[config.mk]
export PLATFORM = sky130hd
export DESIGN_NAME = decode_sb
export DESIGN_NICKNAME = d
export VERILOG_FILES = /design/src/rtl/decode_sb.sv
export SDC_FILE = /design/constraint.sdc
export NUM_CORES = 1
export LEC_CHECK = 0
export BUFFER_PORTS_ARGS = -buffer_cell sky130_fd_sc_hd__buf_4
export CELL_PAD_IN_SITES_DETAIL_PLACEMENT = 0
export CELL_PAD_IN_SITES_GLOBAL_PLACEMENT = 1
export CORE_MARGIN = 2
export CORE_UTILIZATION = 44
export CTS_BUF_LIST = sky130_fd_sc_hd__clkbuf_8
export DETAILED_ROUTE_END_ITERATION = 7
export PLACE_DENSITY = 0.89
export SLEW_MARGIN = 30
export SYNTH_ARGS = -nofsm -noshare
export SYNTH_HDL_FRONTEND = slang
export SYNTH_SLANG_ARGS = --single-unit
export TNS_END_PERCENT = 1
[constraint.sdc]
create_clock -name clk -period 8.8 [get_ports clk]
set_clock_uncertainty 0.1 [all_clocks]
set_input_delay 0 -clock clk [delete_from_list [all_inputs] [get_ports clk]]
set_output_delay 0 -clock clk [all_outputs]
set_load 0.01 [all_outputs]
[src/rtl/decode_sb.sv]
// RV32I/RV32E decode stage with per-register busy scoreboard,
// multi-port writeback forwarding and flush rollback.
module decode_sb #(
   parameter int XLEN     = 32,
   parameter int NREG     = 32,
   parameter int WB_PORTS = 1
) (
   input  logic                     clk,
   input  logic                     rst,
   input  logic                     valid_i,
   output logic                     ready_o,
   input  logic [XLEN-1:0]          pc_i,
   input  logic [31:0]              inst_i,
   output logic [4:0]               rs1num_o,
   output logic [4:0]               rs2num_o,
   input  logic [XLEN-1:0]          rs1data_i,
   input  logic [XLEN-1:0]          rs2data_i,
   input  logic [WB_PORTS-1:0]      wb_valid_i,
   input  logic [WB_PORTS-1:0]      wb_we_i,
   input  logic [5*WB_PORTS-1:0]    wb_rd_i,
   input  logic [XLEN*WB_PORTS-1:0] wb_data_i,
   input  logic                     flush_i,
   output logic                     valid_ro,
   input  logic                     ready_i,
   output logic [XLEN-1:0]          pc_ro,
   output logic [31:0]              inst_ro,
   output logic [XLEN-1:0]          rs1data_ro,
   output logic [XLEN-1:0]          rs2data_ro,
   output logic [XLEN-1:0]          imm_ro,
   output logic                     illegal_ro
);

   localparam logic [6:0] OP_OP  = 7'b0110011;
   localparam logic [6:0] OP_IMM = 7'b0010011;
   localparam logic [6:0] OP_LD  = 7'b0000011;
   localparam logic [6:0] OP_JLR = 7'b1100111;
   localparam logic [6:0] OP_ST  = 7'b0100011;
   localparam logic [6:0] OP_BR  = 7'b1100011;
   localparam logic [6:0] OP_LUI = 7'b0110111;
   localparam logic [6:0] OP_AUI = 7'b0010111;
   localparam logic [6:0] OP_JAL = 7'b1101111;
   localparam logic [5:0] NREG_W = 6'(NREG);

   logic [6:0]      opc;
   logic [4:0]      rs1, rs2, rd, rd_ro;
   logic            use1, use2, wr, known, illegal;
   logic            u1, u2, res, res_ro;
   logic [31:0]     imm32;
   logic [XLEN-1:0] imm;
   logic [31:0]     busy, busy_n, rel;
   logic            fwd1, fwd2;
   logic [XLEN-1:0] fd1, fd2, op1, op2;
   logic            cke, hazard, accept;

   assign opc      = inst_i[6:0];
   assign rs1      = inst_i[19:15];
   assign rs2      = inst_i[24:20];
   assign rd       = inst_i[11:7];
   assign rd_ro    = inst_ro[11:7];
   assign rs1num_o = rs1;
   assign rs2num_o = rs2;

   always_comb begin
      use1  = 1'b0;
      use2  = 1'b0;
      wr    = 1'b0;
      known = 1'b1;
      imm32 = '0;
      unique case (1'b1)
         opc == OP_OP: begin
            use1 = 1'b1;
            use2 = 1'b1;
            wr   = 1'b1;
         end
         opc == OP_IMM || opc == OP_LD || opc == OP_JLR: begin
            use1  = 1'b1;
            wr    = 1'b1;
            imm32 = {{20{inst_i[31]}}, inst_i[31:20]};
         end
         opc == OP_ST: begin
            use1  = 1'b1;
            use2  = 1'b1;
            imm32 = {{20{inst_i[31]}}, inst_i[31:25], inst_i[11:7]};
         end
         opc == OP_BR: begin
            use1  = 1'b1;
            use2  = 1'b1;
            imm32 = {{20{inst_i[31]}}, inst_i[7], inst_i[30:25],
                     inst_i[11:8], 1'b0};
         end
         opc == OP_LUI || opc == OP_AUI: begin
            wr    = 1'b1;
            imm32 = {inst_i[31:12], 12'b0};
         end
         opc == OP_JAL: begin
            wr    = 1'b1;
            imm32 = {{12{inst_i[31]}}, inst_i[19:12], inst_i[20],
                     inst_i[30:21], 1'b0};
         end
         default: known = 1'b0;
      endcase
      imm       = {XLEN{imm32[31]}};
      imm[31:0] = imm32;
   end

   assign illegal = ~known
                  | (use1 & ({1'b0, rs1} >= NREG_W))
                  | (use2 & ({1'b0, rs2} >= NREG_W))
                  | (wr   & ({1'b0, rd}  >= NREG_W));
   assign u1  = use1 & ~illegal;
   assign u2  = use2 & ~illegal;
   assign res = wr & ~illegal & (rd != 5'd0);

   // Lowest port wins: the loop runs high to low so port 0 writes last.
   always_comb begin
      rel  = '0;
      fwd1 = 1'b0;
      fwd2 = 1'b0;
      fd1  = '0;
      fd2  = '0;
      for (int k = WB_PORTS - 1; k >= 0; k--) begin
         if (wb_valid_i[k])
            rel[wb_rd_i[5*k +: 5]] = 1'b1;
         if (wb_valid_i[k] && wb_we_i[k]) begin
            if (wb_rd_i[5*k +: 5] == rs1) begin
               fwd1 = 1'b1;
               fd1  = wb_data_i[XLEN*k +: XLEN];
            end
            if (wb_rd_i[5*k +: 5] == rs2) begin
               fwd2 = 1'b1;
               fd2  = wb_data_i[XLEN*k +: XLEN];
            end
         end
      end
   end

   assign op1 = (fwd1 && rs1 != 5'd0) ? fd1 : rs1data_i;
   assign op2 = (fwd2 && rs2 != 5'd0) ? fd2 : rs2data_i;

   assign hazard = valid_i & ((u1 & busy[rs1] & ~rel[rs1])
                            | (u2 & busy[rs2] & ~rel[rs2])
                            | (res & busy[rd] & ~rel[rd]));
   assign cke     = ~valid_ro | ready_i;
   assign accept  = valid_i & cke & ~hazard & ~flush_i;
   assign ready_o = flush_i | (cke & ~hazard);

   // Rollback is applied last so it overrides a release of the same reg.
   always_comb begin
      busy_n = busy & ~rel;
      if (accept && res)
         busy_n[rd] = 1'b1;
      if (flush_i && valid_ro && res_ro)
         busy_n[rd_ro] = 1'b0;
      busy_n[0] = 1'b0;
   end

   always_ff @(posedge clk or posedge rst) begin
      if (rst) begin
         busy       <= '0;
         valid_ro   <= 1'b0;
         pc_ro      <= '0;
         inst_ro    <= '0;
         rs1data_ro <= '0;
         rs2data_ro <= '0;
         imm_ro     <= '0;
         illegal_ro <= 1'b0;
         res_ro     <= 1'b0;
      end else begin
         busy <= busy_n;
         if (flush_i) begin
            valid_ro <= 1'b0;
         end else if (accept) begin
            valid_ro   <= 1'b1;
            pc_ro      <= pc_i;
            inst_ro    <= inst_i;
            rs1data_ro <= op1;
            rs2data_ro <= op2;
            imm_ro     <= imm;
            illegal_ro <= illegal;
            res_ro     <= res;
         end else if (cke) begin
            valid_ro <= 1'b0;
         end
      end
   end

endmodule

==> impl.org, run 1 <==
** Synthesis
- Synthesis-stage register bit count :: 194
- Share of the synthesized area in the top cell type :: 46.55%
- Top flip-flop cell by instance count after synthesis :: dfrtp_1
- Mapped Area :: 0.01043 sq mm
- Syn avg cell area :: 11.91 sq um
- Number of flops mapped to enable cells by yosys :: 0
- The number of nets handed over by synthesis was 1048.
- Sequential element share of the synthesized area :: 46.55%
- The number of different library cells used by synthesis comes to 60.
- The Yosys step of the flow raised 0 warnings.
- Area contributors post-synth :: dfrtp_1 47%, mux2_2 17%, mux2_1 5.5%
- Top cell type by total area after synthesis :: dfrtp_1
- Synth Instances :: 876
- For this run, asynchronously set or reset flops after synthesis account for 100.0%.

** Floorplan
- Pin placement for this block handled 345 I/O pins.
- In this run the core area contains 56 standard-cell rows.
- The core region is 0.02340 sq mm.
- Measured along the y axis, the die boundary spans 158.0 um.
- The die covers 0.02495 sq mm.
- Once the floorplan was initialized, standard cells occupied 44.57% of the core.
- Measured along the x axis, the die boundary spans 158.0 um.

** STA
- The worst path uses 46.50% of the clock period.
- The number of hold-slack violations in the final timing report came to 0.
- Static timing analysis puts the maximum clock frequency at 0.2444 GHz.
- Minimum clock period after layout :: 4.092 ns
- Max Transition Viols Final :: 0
- Post-route setup TNS :: 0 ns
- Number of setup violations in the final report :: 0
- Worst slew slack as a fraction of its limit :: 36.78%
- For the pin with the worst max-slew slack, the measured transition is 0.9483 ns.
- Unrepaired setup endpoints after global routing :: false

** Routing
- Vias :: 9402
- Using the TritonRoute via totals, the vias-per-cell ratio works out to 5.511.
- Count of routing violations after the opening detailed-route iteration :: 691
- Total detailed-routing wirelength :: 37120 um
- For this run, design rule violations remaining after detail routing come to 0.
- The pre-antenna-repair detailed-routing pass consisted of 5 iterations.
- Antenna Violating Nets Remaining :: 0
- Routed length per placed instance :: 21.76 um

** Clock network
- Number of CTS-inserted buffers :: 17
- The clock passes through at most 2 buffers.
- Number of cells upsized or downsized after cts :: 0
- TritonCTS built the clock tree.
- Clock latency of the later-clocked register in the worst-skew pair :: 0.47 ns
- Clock sink total :: 194
- In this run the clock root is driven by a clkbuf_8.
- In this run the number of H-tree levels came out at 4.
- Clock-pin slew was measured on the worst setup and hold paths at 0.13 ns.

** Pwr
- Total power density per cell area :: 155.0 mW/mm^2
- In this run, the combinational gates consume 28.9% of the power.
- The worst-case IR drop observed on VDD is 87.43 uV.
- Total net switching power :: 0.7530 mW
- Internal power comes to 1.632 mW.
- Of the total power, the clock network draws 25.4%.
- In this run switching power makes up 31.57% of total power.
- Fraction of power consumed by sequential logic :: 45.7%
- Summed over all cells, the static leakage comes to 6.846 nW.

** Worst setup path
- Classification of the worst setup path :: in2reg
- Series of cell instances along the critical path :: dlygate4sd3_1 > buf_4 > and4b_1 > o21ai_0 > inv_1 > and3_1 > nor3_4 > buf_4 > buf_4 > mux2_1
- The worst setup path is captured at a flip-flop.
- Kind of cell with the highest combined delay on the critical path :: buffers and inverters
- The worst setup path is launched from an input pin.
- The most numerous cell type found on the critical path is buf_4.
- Critical path's largest stage delay :: 0.83 ns
- Library cell contributing the largest single delay on the critical path :: buf_4
- For the worst setup path, the data arrival time is 4.36 ns.
- Highest net fanout along the worst path :: 72
- Req. time, crit path :: 9.06 ns
- Together, buffers and inverters on the worst path number 5.

** GRT
- The via count of the first global-routing pass is 9777.
- Met2 Use GR :: 48.39%
- In the global route stage, overall resource usage came out at 28.67%.
- In the global route stage, met3 resource usage came out at 6.707%.
- The first global-routing pass estimated 54540 um of wire.
- Total global routing overflow :: 0
- Met1 usage in global routing :: 34.25%
- Maximum number of pins on one net before global-route repair :: 125
- Initial antenna violation count :: 0
- In this run the most used layer during global routing was met2.

** Final layout
- For this run, the post-layout net count is 1546.
- Once layout is complete, the cells apart from fillers number 1706.
- The post-route netlist has 41.63% of its cells at a drive strength greater than 1.
- Summing all non-filler instances in the final layout gives an area of 0.01539 sq mm.
- P&R area growth vs syn :: 47.54%

** Worst hold path
- Class of the worst hold path :: in2async

** Outcome
- The run finished with clean final reports.

** Placement
- The number of placed instances, taps included, is 1479.
- During placement, the flow inserted port buffers numbering 344.
- Routability-driven placement finished with a final weighted congestion of 0.8530.
- Half-perimeter wire length after detailed placement :: 22810 um
- Area of placed instances :: 0.01302 sq mm

** Run
- Max-cap violations :: 0
## repair_timing
item,CTS,global route
hold endpoints to repair,288,0
setup buffers,0,0
hold buffers,195,0
## power groups by stage
stage          sequential [mW]  combinational [mW]  clock [mW]
2_1_floorplan             1.15               0.225           0
3_3_place_gp              1.09               0.588           0
3_5_place_dp              1.10               0.598           0
4_1_cts                   1.08               0.671       0.615
5_1_grt                   1.10               0.728       0.653
6_report                  1.09               0.689       0.607
## metrics by stage
stage | power (mW) | hold slack (ns) | util, % | worst slack (ns)
after CTS | 2.365 | 0.002583 | 65.71 | 4.755
after global routing | 2.485 | 0.05664 | 65.75 | 4.581
final | 2.385 | 0.02010 | 65.76 | 4.708
after detailed placement | 1.695 | 0.1223 | 55.65 | 4.853
after floorplan | 1.371 | -0.008235 | - | 3.416
after global placement | 1.680 | 0.1165 | 55.65 | 4.909
## sequential cells by signal, summed over array words and instances (netlist names)
name	count
imm_ro	32
inst_ro	32
pc_ro	32
rs1data_ro	32
rs2data_ro	32
busy	31
illegal_ro	1
res_ro	1
valid_ro	1
## worst min-delay path, delay by kind of cell
kind	cells	cell delay (ns)
buffers and inverters	3	1.10
## routing by layer
layer	vias to the layer above	routed length (um)	share of wire (%)
met2	489	18590	50
li1	4183	-	-
met1	4606	14050	38
met5	-	0	0
met4	0	1689	4.6
met3	124	2784	7.5
## area by class of cell
| class | count | area (sq um) |
|---|---|---|
| inverter | 22 | 95.09 |
| antenna | 1 | 2.502 |
| clock inverter | 14 | 168.9 |
| tap | 319 | 399.1 |
| clock buffer | 17 | 234.0 |
| timing repair buffer | 545 | 4583 |
| multi-input combinational | 594 | 5051 |
| fill | 1760 | 8014 |
| sequential | 194 | 4855 |
## placed cells by master, fill, tap and decap left out, types with 4 or more instances in the layout
cell type        n
nand4_1          6
inv_8            5
nor4_1           6
or3_1            4
nor2_1          13
nand3_1         12
nand2b_1        21
nand2_1         42
mux2i_1         29
nor3b_1          4
a22o_1           5
buf_4          349
and3_1           5
nand3b_1        10
nor3_1          10
clkbuf_8        17
dfrtp_1        194
o21ai_0         80
o21a_1           4
mux2_2         161
xor2_1          10
inv_1           21
mux2_1          51
a21oi_1         47
mux4_2          18
dlygate4sd3_1  195
nor2b_1          8
or3b_2           6
## synth_stat cells, types with 2 or more instances
| library cell | number |
|---|---|
| a31oi_1 | 2 |
| xor2_1 | 10 |
| a211oi_1 | 3 |
| or3_1 | 4 |
| nor3_1 | 10 |
| buf_2 | 13 |
| mux2i_1 | 29 |
| mux4_2 | 18 |
| and3b_1 | 3 |
| nand4_1 | 6 |
| nor2b_1 | 8 |
| and3_1 | 5 |
| and2_1 | 2 |
| nand3_1 | 12 |
| nand2_1 | 42 |
| mux2_2 | 161 |
| buf_6 | 3 |
| dfrtp_1 | 194 |
| or3b_2 | 6 |
| xnor2_1 | 2 |
| nor4_1 | 6 |
| buf_12 | 2 |
| nand2b_1 | 21 |
| nand4b_1 | 2 |
| clkbuf_1 | 22 |
| a22o_1 | 5 |
| nor3b_1 | 4 |
| nand3b_1 | 10 |
| a21oi_1 | 47 |
| o21ai_0 | 80 |
| buf_4 | 21 |
| o21a_1 | 4 |
| o22ai_1 | 2 |
| buf_8 | 5 |
| inv_1 | 22 |
| nor2_1 | 13 |
| o211ai_1 | 3 |
| o31ai_1 | 2 |
| mux2_1 | 51 |
## cells by family after synthesis
logic type                share of synthesized area, %
muxes                                            29.70
DFF                                              46.55
buffers and inverters                            5.146
and+or+nand+nor                                  9.273
xor gates and xnor gates                         1.008
AOI/OAI and AO/OA                                8.325
## path summary, 6_finish.rpt
kind                             from         end  slack [ns]  depth (start not counted)
hold reg to reg             pc_ro[19]   pc_ro[19]        0.39                          1
setup / recovery            inst_i[5]   pc_ro[20]        4.71                         10
max in group asynchronous         rst  inst_ro[5]        7.35                          4
hold / removal                    rst   pc_ro[31]        0.02                          3
min in group clk           wb_rd_i[2]     busy[7]        0.04                          4
setup reg to reg              busy[7]   pc_ro[20]        4.80                          9
Power figures use the tool's default switching activity.
==> run 2, diff against run 1 <==
Settings changed: CORE_UTILIZATION 44 to 41, PLACE_DENSITY 0.89 to 0.84.
Clock period 8.8 ns to 4.2 ns, I/O delays scaled along.
==> impl.org, run 2 (synthesis gave the netlist of run 1 again) <==
** Routing
- Count of routing violations after the opening detailed-route iteration :: 728 (+5.4%)
- Number of design rule violations left after detail routing :: 0 (unchanged)
- The post-detailed-route via-to-cell ratio came to 5.353 (-2.9%).
- Antenna Violating Nets Remaining :: 0 (unchanged)
- The wire length per cell came to 20.69 um (-4.9%).
- The number of detailed-route iterations in the first pass came to 7 (+2).
- Vias :: 9218 (-2.0%)
- The overall routed net length came to 35640 um (-4.0%).

** Final layout
- The area taken by flip-flops and latches is 0.004855 sq mm (unchanged).
- The number of antenna diodes is 0 (-1).
- The fraction of layout cells with a size suffix above 1 is 41.67% (about the same).
- Core Util, Final :: 61.75% (-4.0 points)
- The library cell used most frequently in the layout, excluding fill and tap cells, is buf_4.
- Nets :: 1551 (+0.32%)
- Layout fillers :: 1940 (+10%)
- Cell area after layout :: 0.01550 sq mm (+0.75%)
- The footprint of the multi-input gates was 0.005051 sq mm (unchanged).
- Commonest non-fill, non-tap cells in the layout :: 348 x buf_4, 197 x dlygate4sd3_1, 194 x dfrtp_1
- P&R area growth vs syn :: 48.64%

** Clock network
- TritonCTS built the clock tree.
- Clock sink total :: 194 (unchanged)
- CTS H-Tree Depth :: 4 (unchanged)
- Number of cells upsized or downsized after cts :: 0 (unchanged)
- The buffer levels on the longest clock path came to 2 (unchanged).
- Root buf cell :: clkbuf_8
- Clock latency of the later-clocked register in the worst-skew pair :: 0.48 ns (about the same)
- The count of buffers added by post-CTS timing repair for setup was 0 (unchanged).
- Number of CTS-inserted buffers :: 17 (unchanged)
- Worst-path clk slew :: 0.13 ns (about the same)

** GRT
- GRT Overall Usage :: 26.17% (-2.5 points)
- Initial antenna violation count :: 0 (unchanged)
- The maximum number of pins on one net before global-route repair came to 93 (-26%).
- Total global routing overflow :: 0 (unchanged)
- Vias in the first global route :: 9556 (-2.3%)
- Global-route wire length before repair :: 54100 um (-0.81%)

** Worst setup path
- By startpoint and endpoint, the worst setup path is classified as in2reg.
- The number of cells traversed by the worst register-to-register path came to 9 (unchanged).
- Series of cell instances along the critical path :: dlygate4sd3_1 > buf_4 > xor2_1 > nor4_1 > nor3b_4 > buf_4 > mux2_2 > dlygate4sd3_1 > mux2_2
- Reg-to-Reg End :: valid_ro
- The signal arrival time at the worst endpoint came to 3.61 ns (-0.75 ns).
- The critical path's largest stage delay is 0.60 ns (-0.23 ns).
- Buffers plus inverters on the worst setup path :: 4 (-1)
- Req. time, crit path :: 4.49 ns (-4.57 ns)
- Startpoint class of the critical path :: input pin
- Worst-case register-to-register setup slack :: 0.96 ns (-3.84 ns)
- On the critical path, the stage with the largest delay is an instance of nor4_1.
- Among cell families on the critical path, the largest total delay comes from buffers and inverters.
- Highest net fanout along the worst path :: 32 (-56%)
- Start point of the critical path :: inst_i[17]
- The startpoint identified for the worst register-to-register timing path is busy[12].
- Crit path capture type :: flip-flop

** Floorplan
- The height of the die came to 163.5 um (+3.5%).
- The effective utilization at floorplan came to 41.54% (-3.0 points).
- Full die area :: 0.02673 sq mm (+7.1%)
- The die extent in x was 163.5 um (+3.5%).
- Row cnt :: 58 (+3.6%)
- The number of primary I/O pins came to 345 (unchanged).
- Area of the core :: 0.02511 sq mm (+7.3%)

** Pwr
- The leakage power was 6.892 nW (+0.68%).
- The total power is 5.004 mW (+110%).
- Total power density per cell area :: 322.7 mW/mm^2 (+110%)
- Maximum vdd drop :: 178.6 uV (+100%)

** Placement
- Area of placed instances :: 0.01312 sq mm (+0.73%)
- Worst setup timing slack at the placement stage :: 1.201 ns (-3.652 ns)
- The count of port buffers added during placement is 344 (unchanged).
- The final RePlAce weighted congestion is 0.8770 (+2.8%).
- Half-perimeter wire length after detailed placement :: 23870 um (+4.6%)

** STA
- Minimum clock period after layout :: 3.312 ns
- Setup repair after global routing left no endpoint under its margin.
- The number of hold-slack violations in the final timing report is 0 (unchanged).
- Max Transition Viols Final :: 0 (unchanged)
- Worst-margin pin slew :: 0.7531 ns (-0.1952 ns)
- The worst path uses 78.86% of the clock period.
- The worst path setup slack after routing came to 0.8878 ns (-3.820 ns).
- The setup violation total in the final timing report was 0 (unchanged).
- Achievable Freq :: 0.3019 GHz
- Post-route setup TNS :: 0 ns (unchanged)
- The relative slew slack is 49.27% (+12 points).

** Worst hold path
- Terminating pin of the worst hold path :: busy[24]
- In this run the most critical hold path is launched from wb_rd_i[4].
- Counting instances, the worst hold path has a depth of 4.
- The worst hold path belongs to the class in2reg.

** Run
- The reported max-cap violation count came to 0 (unchanged).

** Outcome
- The run finished with clean final reports.
==> run 2: cell type report <==
cell class,instances,share of cell area [%]
Tap cell,330,2.663
Multi-Input combinational cell,594,32.58
Clock buffer,17,1.509
Clock inverter,15,1.162
Timing Repair Buffer,550,30.22
Inverter,22,0.5569
Sequential cell,194,31.31
==> run 2: how the worst max path moves through the flow <==
stage / end / slack, ns / depth (start not counted)
3_3_place_gp: inst_ro[20] / 1.16 / 8
2_1_floorplan: busy[10] / 1.60 / 1
4_1_cts: rs1data_ro[13] / 0.94 / 9
6_report: rs1data_ro[26] / 0.89 / 9
5_1_grt: rs1data_ro[20] / 0.76 / 9
3_5_place_dp: pc_ro[16] / 1.20 / 8
==> run 2: repair_timing <==
action / CTS / global route
setup endpoints to repair: 0 / 0
hold buffers: 197 / 0
endpoints found under the hold margin: 210 / 0
==> run 2: per-layer routing <==
| metal | part of all wire [%] | wire length [um] | vias to the layer above | track usage (%) |
|---|---|---|---|---|
| li1 | - | - | 4190 | - |
| met1 | 39 | 14050 | 4504 | 32.44 |
| met2 | 50 | 17700 | 420 | 44.40 |
| met3 | 6.8 | 2416 | 104 | 5.333 |
| met4 | 4.1 | 1462 | 0 | 11.20 |
| met5 | 0 | 0 | - | 0 |
==> run 2: through the flow <==
stage | std cells | hold WS, ns
after floorplan | 876 | -0.008235
after global placement | 1492 | 0.1165
after detailed placement | 1493 | -0.04008
after CTS | 1722 | 0.02301
after global routing | 1722 | 0.08672
final | 1722 | 0.06701
==> run 2: power by group <==
part	total [mW]	leakage [nW]	internal [mW]	switching, mW
Combinational	1.43	4.27	0.810	0.621
Clock	1.29	0.208	0.467	0.828
Sequential	2.28	2.42	2.12	0.162
==> run 2: worst register-to-register path, stage by stage (launching register included) <==
cell	delay (ns)
dfrtp_1	0.44
mux4_2	0.49
nor4b_1	0.34
nor2_1	0.07
o21a_1	0.12
and3_1	0.22
nor3_4	0.24
buf_12	0.37
o21bai_1	0.24
dlygate4sd3_1	0.55
==> run 3, diff against run 2 <==
Settings changed: CORE_UTILIZATION 41 to 37, PLACE_DENSITY 0.84 to 0.8.
Clock period 4.2 ns to 2.92 ns, I/O delays scaled along.
==> impl.org, run 3 (synthesis gave the netlist of run 1 again) <==
** Outcome
- Run status :: finished clean

** STA
- Minimum clock period after layout :: 2.818 ns
- The transition at the pin with the smallest max-transition slack was 0.5762 ns (-0.1768 ns).
- The final-layout setup total negative slack is 0 ns (unchanged).
- The worst hold-check slack came to 0.001318 ns (-0.06570 ns).
- The final count of pins violating max slew came to 0 (unchanged).
- Achievable Freq :: 0.3548 GHz
- Number of setup violations in the final report :: 0 (unchanged)
- The number of hold-slack violations in the final timing report came to 0 (unchanged).
- In the finished design, the share of the clock period the worst path needs comes to 96.52%.
- The relative slew slack was 61.59% (+12 points).

** Worst setup path
- The critical path is of the reg2reg type.
- The highest fanout seen on the critical path is 14 (-56%).
- Number of cells traversed by the worst register-to-register path :: 10 (+1)
- The setup slack of the most critical reg-to-reg path came to 0.10 ns (-0.86 ns).
- The required time of the critical path came to 3.19 ns (-1.30 ns).
- Start point of the critical path :: busy[19]
- Crit path capture type :: flip-flop
- In this run the critical register-to-register path is captured at inst_ro[27].
- Startpoint class of the critical path :: flip-flop
- The worst register-to-register path begins at busy[19].
- Arr. time, crit path :: 3.09 ns (-0.52 ns)
- Critical Path Sink :: inst_ro[27]

** Floorplan
- The area of the die came to 0.02955 sq mm (+11%).
- The die extent in x came to 171.9 um (+5.1%).
- Chip height :: 171.9 um (+5.1%)
- The effective utilization at floorplan came to 37.54% (-4.0 points).
- Number of ports placed on the die boundary :: 345 (unchanged)
- Row cnt :: 61 (+5.2%)
- Area of the core :: 0.02778 sq mm (+11%)

** Clock network
- The number of buffers created by CTS came to 17 (unchanged).
- CTS H-Tree Depth :: 4 (unchanged)
- TritonCTS built the clock tree.
- The clock latency on the worst-skew pair is 0.48 ns (about the same).
- Root buf cell :: clkbuf_8
- The number of sinks handled by clock tree synthesis is 194 (unchanged).
- The buffer levels on the longest clock path was 2 (unchanged).
- The clock-pin transition on the worst setup and hold timing paths is 0.11 ns (-0.02 ns).

** Final layout
- Commonest non-fill, non-tap cells in the layout :: 371 x buf_4, 194 x dfrtp_1, 193 x dlygate4sd3_1
- The fraction of layout cells with a size suffix above 1 was 43.52% (+1.9 points).
- From synthesis to final layout, the design area changed by 54.52%.
- Core Util, Final :: 58.01% (-3.7 points)
- Most common library cell in the layout ignoring fill and taps :: buf_4
- The count of non-filler cells in the finished layout is 1816 (+5.5%).
- The number of nets in the layout was 1595 (+2.8%).

** Routing
- Post-detailed-route via-to-cell ratio :: 5.225 (-2.4%)
- Total detailed-routing wirelength :: 38150 um (+7.0%)
- Count of routing violations after the opening detailed-route iteration :: 731 (+0.41%)
- Antenna Violating Nets Remaining :: 0 (unchanged)
- The wire length per cell was 21.00 um (+1.5%).
- Number of design rule violations left after detail routing :: 0 (unchanged)
- The number of detailed-route iterations in the first pass came to 5 (-2).
- The detailed-route via count is 9489 (+2.9%).

** GRT
- The via count of the first global-routing pass was 9431 (-1.3%).
- The initial antenna violation count came to 2 (+2).
- The overflow left after global routing is 0 (unchanged).
- The first-pass GRT wire length is 53880 um (-0.41%).
- The overall routing resource usage was 24.10% (-2.1 points).
- Maximum number of pins on one net before global-route repair :: 103 (+11%)

** Pwr
- The power density over the cells is 443.7 mW/mm^2 (+37%).
- Pwr Total :: 7.151 mW (+43%)
- Leakage power :: 7.235 nW (+5.0%)
- Maximum vdd drop :: 247.8 uV (+39%)

** Worst hold path
- The worst hold path belongs to the class in2reg.

** Placement
- The placed wire-length estimate after detailed placement was 24680 um (+3.4%).
- The number of placed cells counting well taps is 1564 (+4.8%).
- The count of port buffers added during placement is 344 (unchanged).
- Routability cong. :: 0.8703 (-0.76%)

** Run
- The reported max-cap violation count was 0 (unchanged).
run 3: worst min path at each step:
stage                          to  slack, ns         start  depth (start not counted)
floorplan             rs1num_o[0]     -0.008    inst_i[15]                          1
global placement        pc_ro[10]       0.12      pc_i[10]                          2
detailed placement       pc_ro[3]       0.12       pc_i[3]                          2
CTS                       busy[2]       0.04    wb_rd_i[3]                          4
global route        rs1data_ro[5]     -0.002  wb_data_i[5]                          4
finish              rs1data_ro[5]      0.001  wb_data_i[5]                          4
run 3: metal layers:
metal / global-route usage [%] / part of all wire, % / vias to the layer above
li1: - / - / 4280
met1: 28.88 / 39 / 4668
met2: 39.95 / 48 / 427
met3: 5.859 / 7.6 / 114
met4: 13.26 / 5.3 / 0
met5: 0 / 0 / -
run 3: cell type report:
type | instances | area [sq um]
diodes | 2 | 5.005
clock buffers | 18 | 247.7
clock inverters | 14 | 126.4
fillers | 2263 | 11660
inverters | 22 | 86.33
multi-input cells | 594 | 5100
flip-flops and latches | 194 | 4855
well taps | 378 | 473.0
repair buffers | 594 | 5224
run 3: worst max-delay path, stage by stage, from the launching register on:
cell and delay [ns]:
dfrtp_1 0.42, mux4_2 0.51, mux2i_1 0.15, mux2_2 0.17, nand4bb_1 0.15, nand4_2 0.18
nor3_4 0.25, buf_12 0.18, buf_4 0.12, buf_12 0.14, mux2_2 0.34
run 3: repair_timing:
item                                    in CTS  in global routing
hold buffers                               197                  6
pin swaps                                    0                  3
hold endpoints to repair                   361                  6
resized for setup                            1                 28
setup buffers                                0                 13
endpoints found under the setup margin       1                 96
gates cloned                                 0                  3
run 3: stage by stage:
step	cell area, sq um	setup slack (ns)
3_3_place_gp	13450	0.1339
3_5_place_dp	13450	0.09762
2_1_floorplan	10430	0.3156
4_1_cts	15800	0.07749
5_1_grt	16120	-0.002080
6_report	16120	0.1016
run 3: report_power, final:
group,internal [mW],leakage [nW],total [mW],switching [mW]
Clock,0.643,0.195,1.72,1.08
Combinational,1.22,4.62,2.15,0.926
Sequential,3.04,2.42,3.28,0.236
